[src/rtl/debug_readout.sv]
// ----------------------------------------------------------------------------
// debug_readout
// Takes a coherent snapshot of the pipeline debug words and streams it to the
// host as one framed packet. The packet is a header word followed by
// NUM_WORDS data words. A snapshot is taken on a host request or on the
// auto-snapshot timer. A trigger that arrives while a frame is in flight is
// dropped and counted. It is never queued.
//
// Ports:
//   clk, rst        clock; synchronous active-high reset
//   debug_words_i   NUM_WORDS x 32-bit debug words (word k at [32k+31:32k])
//   snap_req_i      single-cycle host snapshot request
//   period_i        auto-snapshot period in cycles (0 = auto mode off)
//   m_data_o/m_vld_o/m_rdy_i/m_last_o   32-bit valid/ready output stream
//   busy_o          high while a frame is pending or being sent
//   seq_o           sequence number of the next frame
//   drop_cnt_o      saturating count of dropped triggers
// ----------------------------------------------------------------------------
module debug_readout #(
    parameter int unsigned NUM_WORDS    = 3,
    parameter int unsigned PERIOD_WIDTH = 24,
    parameter logic [7:0]  MAGIC        = 8'hDB
) (
    input  logic                      clk,
    input  logic                      rst,
    input  logic [32*NUM_WORDS-1:0]   debug_words_i,
    input  logic                      snap_req_i,
    input  logic [PERIOD_WIDTH-1:0]   period_i,
    output logic [31:0]               m_data_o,
    output logic                      m_vld_o,
    input  logic                      m_rdy_i,
    output logic                      m_last_o,
    output logic                      busy_o,
    output logic [7:0]                seq_o,
    output logic [15:0]               drop_cnt_o
);

    localparam int unsigned   IDX_W    = (NUM_WORDS > 1) ? $clog2(NUM_WORDS) : 1;
    localparam logic [IDX_W-1:0] LAST_IDX = IDX_W'(NUM_WORDS - 1);
    localparam logic [7:0]    NW8      = 8'(NUM_WORDS);

    typedef enum logic [1:0] {
        IDLE = 2'd0,
        HDR  = 2'd1,
        DATA = 2'd2
    } state_t;

    state_t                        r_state;
    state_t                        w_state_nxt;
    logic [PERIOD_WIDTH-1:0]       r_timer;
    logic [NUM_WORDS-1:0][31:0]    r_snap;
    logic [IDX_W-1:0]              r_idx;
    logic [7:0]                    r_seq;
    logic [15:0]                   r_drop_cnt;

    logic                          w_expire;
    logic                          w_trig;
    logic                          w_is_last;

    // '>=' rather than '==' so that shrinking period_i below the current
    // timer value still expires at the next compare instead of wrapping.
    assign w_expire  = (period_i != '0) && (r_timer >= (period_i - PERIOD_WIDTH'(1)));
    assign w_trig    = snap_req_i | w_expire;
    assign w_is_last = (r_state == DATA) && (r_idx == LAST_IDX);

    // Auto-snapshot timer: runs in every state, held at zero when disabled.
    always_ff @(posedge clk) begin
        if (rst) begin
            r_timer <= '0;
        end else if (period_i == '0) begin
            r_timer <= '0;
        end else if (w_expire) begin
            r_timer <= '0;
        end else begin
            r_timer <= r_timer + PERIOD_WIDTH'(1);
        end
    end

    // State register.
    always_ff @(posedge clk) begin
        if (rst) begin
            r_state <= IDLE;
        end else begin
            r_state <= w_state_nxt;
        end
    end

    // Next state and stream outputs. Outputs depend only on registered state,
    // so data and last hold steady while the sink stalls.
    always_comb begin
        w_state_nxt = r_state;
        m_data_o    = '0;
        m_last_o    = 1'b0;
        unique case (r_state)
            IDLE: begin
                if (w_trig) begin
                    w_state_nxt = HDR;
                end
            end
            HDR: begin
                m_data_o = {MAGIC, r_seq, 8'h00, NW8};
                if (m_rdy_i) begin
                    w_state_nxt = DATA;
                end
            end
            DATA: begin
                m_data_o = r_snap[r_idx];
                m_last_o = w_is_last;
                if (m_rdy_i && w_is_last) begin
                    w_state_nxt = IDLE;
                end
            end
            default: begin
                w_state_nxt = IDLE;
            end
        endcase
    end

    // Snapshot, word index, sequence number and drop counter.
    always_ff @(posedge clk) begin
        if (rst) begin
            r_snap     <= '0;
            r_idx      <= '0;
            r_seq      <= '0;
            r_drop_cnt <= '0;
        end else begin
            if (r_state == IDLE && w_trig) begin
                r_snap <= debug_words_i;
            end
            if (r_state == HDR && m_rdy_i) begin
                r_idx <= '0;
            end
            if (r_state == DATA && m_rdy_i) begin
                if (w_is_last) begin
                    r_seq <= r_seq + 8'd1;
                end else begin
                    r_idx <= r_idx + IDX_W'(1);
                end
            end
            // Any trigger outside IDLE is lost. This includes one that lands
            // on the final handshake, which keeps an idle cycle between frames.
            if (w_trig && r_state != IDLE && r_drop_cnt != '1) begin
                r_drop_cnt <= r_drop_cnt + 16'd1;
            end
        end
    end

    assign m_vld_o    = (r_state != IDLE);
    assign busy_o     = (r_state != IDLE);
    assign seq_o      = r_seq;
    assign drop_cnt_o = r_drop_cnt;

endmodule

[config.mk]
export PLATFORM = sky130hd
export DESIGN_NAME = debug_readout
export DESIGN_NICKNAME = d
export VERILOG_FILES = /design/src/rtl/debug_readout.sv
export SDC_FILE = /design/constraint.sdc
export NUM_CORES = 1
export LEC_CHECK = 0
export ABC_AREA = 1
export CAP_MARGIN = 20
export CORE_MARGIN = 5
export CORE_UTILIZATION = 40
export CTS_CLUSTER_DIAMETER = 150
export CTS_CLUSTER_SIZE = 24
export DETAILED_ROUTE_END_ITERATION = 10
export PLACE_DENSITY = 0.72
export SETUP_SLACK_MARGIN = 0.2
export SLEW_MARGIN = 10
export SYNTH_ARGS = -nofsm -noshare
export SYNTH_HDL_FRONTEND = slang
export SYNTH_SLANG_ARGS = --single-unit
[constraint.sdc]
create_clock -name clk -period 8.3 [get_ports clk]
set_input_delay 1.66 -clock clk [delete_from_list [all_inputs] [get_ports clk]]
set_output_delay 1.66 -clock clk [all_outputs]
set_load 0.05 [all_outputs]
* Word-level counts from Yosys, hierarchy flattened
Index checks and enable logic that the tools add are counted.
** Storage, ports and cells
- Logic and storage cells :: 49
- Bits of input ports :: 124
- Bits in registers :: 148
- Output and inout bits :: 59
** Cells by class
- Reductions and logical operators :: 15
- $add $sub $neg :: 5
- $lt $le $gt $ge :: 2
- Bitwise logic cells :: 1
- Multiplexer cells :: 11
- Equal/unequal tests :: 7
** Operators with widths (number)
- $bmux 32 s2 :: 1
- $pmux 32 s2 :: 1
- $mux 32 :: 1
- $add 24x1->24 const B :: 1
- $ge 24x24->1 :: 1
- $logic_not 24->1 :: 1
- $reduce_bool 24->1 :: 1
- $sub 24x1->24 const B :: 1
- $add 16x1->16 const B :: 1
- $ne 16x16->1 const B :: 1
- $mux 2 :: 6
- $add 8x1->8 const B :: 1
- $logic_and 1x1->1 :: 8
- $ne 2x2->1 const B :: 3
- $pmux 2 s3 :: 1
- $eq 2x2->1 const B :: 2
- $lt 2x3->1 const B :: 1
- $reduce_and 3->1 :: 1
- $reduce_or 3->1 :: 1
- $add 2x1->2 const B :: 1
- $eq 2x1->1 const B :: 1
- $logic_not 2->1 :: 1
- $reduce_and 2->1 :: 1
- $reduce_bool 2->1 :: 1
- other kinds (2) :: 2

* Logic depth before layout (Yosys ltp)
- Word-level depth :: 6
- Gate-level depth with buffers :: 27
- Gate-level depth less buffers :: 26

* Least setup slack after synthesis
OpenSTA, ideal clock, no wires.
- Kind :: input -> register
- Start :: input period_i[0]
- End :: register r_snap[4] in the netlist's numbering
- Required time :: 8.235 ns
- Library setup time :: 0.065 ns
- Setup slack :: 3.860 ns
- Stages :: 24
- Data arrival time :: 4.375 ns
- Path buffers :: 1
- Path through :: inv_1 -> ha_1 -> nand2_2 -> nor2_4 -> nand3_2 -> nor2_4 -> inv_1 -> nor4_1 -> xor2_1 -> inv_1 -> ha_1 -> nand2_1 -> nor2_1 -> nand3_1 -> nor2_1 -> nand2_1 -> nand2_1 -> nand2_2 -> nand2_4 -> nand2_4 -> inv_2 -> clkbuf_1 -> nor2_1 -> nor2_1
** Between the ends
- Word-level cells in the longest chain between the ends :: 5
- Elaborated cells on any way between the ends :: 6
** Ends and longest elaborated chain
- from (decl) :: line 28 : input logic [PERIOD_WIDTH-1:0] period_i,
- $sub 24x1->24 :: line 62 : assign w_expire = (period_i != '0) && (r_timer >= (period_i - PERIOD_WIDTH'(1)));
- $ge 24x24->1 :: line 62
- $logic_and 1x1->1 (*) :: line 62
- $or 1x1->1 (*) :: line 63 : assign w_trig = snap_req_i | w_expire;
- $logic_and 1x1->1 (*) :: line 127 : if (r_state == IDLE && w_trig) begin
- to (signal assigned) :: line 128 : r_snap <= debug_words_i;
- to (decl) :: line 51 : logic [NUM_WORDS-1:0][31:0] r_snap;
Every way passes the cells marked *; elsewhere a longest branch is shown, timed or not.
A chain may end at the register's enable or synchronous reset.

* Final worst setup path
- Start :: input period_i[2]
- End :: register r_snap[31] in the netlist's numbering
The elaborated chain is that of the path after synthesis.

==> impl_results.md <==
- Run status: finished, final reports clean
- Die extent in y: 150 microns
- Filler Cells Inserted: 1939
- Post-cts repair resize count: 0
- Number of failing hold endpoints at the final stage: 0
- Period utilization: 73.5%
- First-pass DRT Iterations: 4
- Number of levels in the clock H-tree: 4
- Critical path peak fanout: 97
- Post-CTS setup buffer count: 0
- Highest clock rate: 164 MHz
- Sink count of the clock tree: 148
- Seq/Total Area, Yosys: 37.8%
- Overall Power: 1.93 mW
- Hold_buf cts: 0
- Initial antenna violation count: 1
- Crit path kind: in -> reg
- Net count after synthesis: 1266
- CTS max path bufs: 2
- Maximum ir drop on the vdd rail: 0.000149 V
- Top-count cell post-synth: sky130_fd_sc_hd__nor2_1
- Die width: 150 microns
- Post-Syn Area per Cell: 7.07 sq um
- Most area-consuming cells after synthesis: sky130_fd_sc_hd__dfxtp_1 38%, sky130_fd_sc_hd__nor2_1 12%, sky130_fd_sc_hd__nand2_1 5.9%
- Number of primary I/O pins: 183
- Final Critical Period: 6.10 ns
- Top flip-flop cell by instance count after synthesis: sky130_fd_sc_hd__dfxtp_1
- Critical-path cell with the highest stage delay: sky130_fd_sc_hd__inv_4
- Setup tns final: 0 ns
- Area leader, netlist: sky130_fd_sc_hd__dfxtp_1
- RSZ-0062 raised after global routing: false
- Violation count after the first detailed-routing iteration: 351
- Input/output buffers: 182
- Type of origin of the critical path: primary input
- Ratio of cells with drive above 1 in the final layout: 7.40%
- Pin count of the biggest net entering global routing: 107
- Number of synthesized flops with an enable pin: 0
- Hold/Removal Path Class: reg -> reg
- Total overflow reported by the global router: 0
- Clock-pin slew on the worst setup and hold paths: 0.06 ns
- Final layout net count: 1414
- Length in cells of the worst reg-to-reg path: 14
- Cell count of the worst hold path: 1
- RePlAce Congestion: 0.792
- Worst Tran Pin Value: 0.945 ns
- Share of flip-flops with an asynchronous set or reset after synthesis: 0%
- Clock tree from TritonCTS: yes
- Total of warnings raised by yosys: 0
- Overall Global Routing Usage: 19.8%
- Max cap viols: 0
- Data required time at the worst endpoint: 8.65 ns
- CP max stage delay: 0.65 ns
- DPL Wire Length: 16100 microns
- Final clock skew: 0.00737 ns
- Seq cells post-synth: 148
- Crit end category: flip-flop
- CTS buffer count: 17
- Mapped Area: 7850 sq um
- Layout overhead on the synthesized area: 32.1%
- Number of vias after detailed routing: 7729
- Area share of the largest cell type after synthesis: 37.8%
- Most common cell on crit path: sky130_fd_sc_hd__nor2_1
- Core outline area: 19400 sq um
- Starting utilization of the core area: 40.4%
- Static power due to leakage: 4.10 nW
- Sequence of cells on the critical path: clkdlybuf4s50_1 -> nor2_1 -> nand2_1 -> nor3_1 -> and2_1 -> nand4_1 -> nor2_1 -> nand4_1 -> xor2_1 -> ha_1 -> nand2_1 -> nor2_1 -> nand3_1 -> nor2_1 -> nand2_1 -> nand2_1 -> nand2_2 -> nand2_4 -> nand2_4 -> inv_4 -> buf_12 -> nor2_1 -> nor2_1
- Number of core rows: 51
- Data arrival time of the critical path: 6.45 ns
- Fin. max-slew vios: 0
- ANT cells: 0
- Finished layout cell area: 10400 sq um
- Root buffer cell: sky130_fd_sc_hd__clkbuf_16
- Routed length per instance: 14.7 microns
- Power density over the cells: 187 nW/um^2
- Detailed Route WL: 22600 microns
- DIE AREA: 22500 sq um
- Worst slack on hold paths: 0.466 ns
- Number of global-route vias before repair: 7240
- Top cells by instance count after synthesis: 254 x sky130_fd_sc_hd__nor2_1, 148 x sky130_fd_sc_hd__dfxtp_1, 123 x sky130_fd_sc_hd__nand2_1
- Clock network latency to the later pin of the worst-skew pair: 0.42 ns
- First-pass GRT wire length: 35600 microns
- Remaining antenna violation count after routing: 0
- DR DRC count: 0
- Slew margin rel.: 37.0%
- Ratio of routed vias to standard cells: 5.04
- Gate count of the mapped netlist: 1110
- Final setup violating endpoints: 0
- Standard cell area after detailed placement: 9750 sq um
- Unique masters post-synth: 37
[registers in the layout, summed over array words and instances (netlist names)]
register    cells
drop_cnt_o     16
r_idx           2
r_snap         96
r_state         2
r_timer        24
seq_o           8
[kinds of logic (layout without fill, tap and decap cells)]
kind of cell | count (synthesis) | after routing | share of synthesized area, %
AOI/OAI and AO/OA | 205 | 205 | 13.9
xor gates and xnor gates | 46 | 46 | 5.13
buffers and inverters | 134 | 294 | 7.53
DFF | 148 | 148 | 37.8
and+or+nand+nor | 545 | 545 | 30.6
adders and majority gates | 32 | 32 | 5.10
[metrics by stage]
| step | instances | utilization, % | setup slack [ns] |
|---|---|---|---|
| 3_3_place_gp | 1503 | 50.3 | 1.92 |
| 4_1_cts | 1534 | 53.4 | 2.22 |
| 5_1_grt | 1535 | 53.4 | 1.65 |
| 3_5_place_dp | 1503 | 50.3 | 1.77 |
| 6_report | 1535 | 53.4 | 2.20 |
| 2_1_floorplan | 1110 | - | 3.86 |
[critical path, delay by kind of cell]
family / cells / cell delay [ns]
simple gates: 18 / 2.75
buf+inv: 3 / 1.49
xor+xnor: 1 / 0.17
fa+ha+maj: 1 / 0.29
[where the power goes]
group	switching [mW]	total, mW	internal [mW]
clock	0.309	0.789	0.480
combinational	0.197	0.340	0.143
sequential	0.0348	0.803	0.769
total	0.541	1.93	1.39
[per-layer routing]
layer  track usage [%]  part of all wire, %  vias to the layer above
li1                  -                    -                     3961
met1              24.4                   43                     3514
met2              33.2                   47                      217
met3              5.21                  6.9                       35
met4              7.64                  2.5                        2
met5                 0                0.031                        -
[final timing paths]
path	startpoint	end	slack [ns]
min	r_timer[0]	r_timer[0]	0.47
min reg2reg	r_timer[0]	r_timer[0]	0.47
max reg2reg	r_timer[15]	r_snap[31]	4.91
max	period_i[2]	r_snap[31]	2.20
[cell usage in the layout (no fill, tap or decap), drive strengths merged]
cell type | Yosys | routed
a21o | 2 | 2
bufinv | 0 | 3
xnor2 | 17 | 17
buf | 22 | 8
and2 | 1 | 1
nand3b | 1 | 1
clkinvlp | 0 | 4
clkdlybuf4s50 | 0 | 182
o41ai | 10 | 10
o22ai | 6 | 6
ha | 32 | 32
or2 | 3 | 3
a31oi | 7 | 7
nor4 | 18 | 18
a21oi | 69 | 69
nor3 | 43 | 43
nand3 | 39 | 39
a211oi | 1 | 1
nand4 | 12 | 12
clkinv | 1 | 5
nor2 | 297 | 297
inv | 72 | 73
o21a | 1 | 1
nand2 | 128 | 128
dfxtp | 148 | 148
nor3b | 3 | 3
o21ai | 109 | 109
clkbuf | 39 | 19
xor2 | 29 | 29
[cell type report]
type	instances	area [sq um]	area share, %
inverter	73	277	2.67
multi-input combinational	828	4290	41.4
clock inverter	12	156	1.51
sequential	148	2960	28.6
timing repair buffer	190	1900	18.3
clock buffer	19	443	4.27
tap	265	332	3.20
Power figures use the tool's default switching activity.
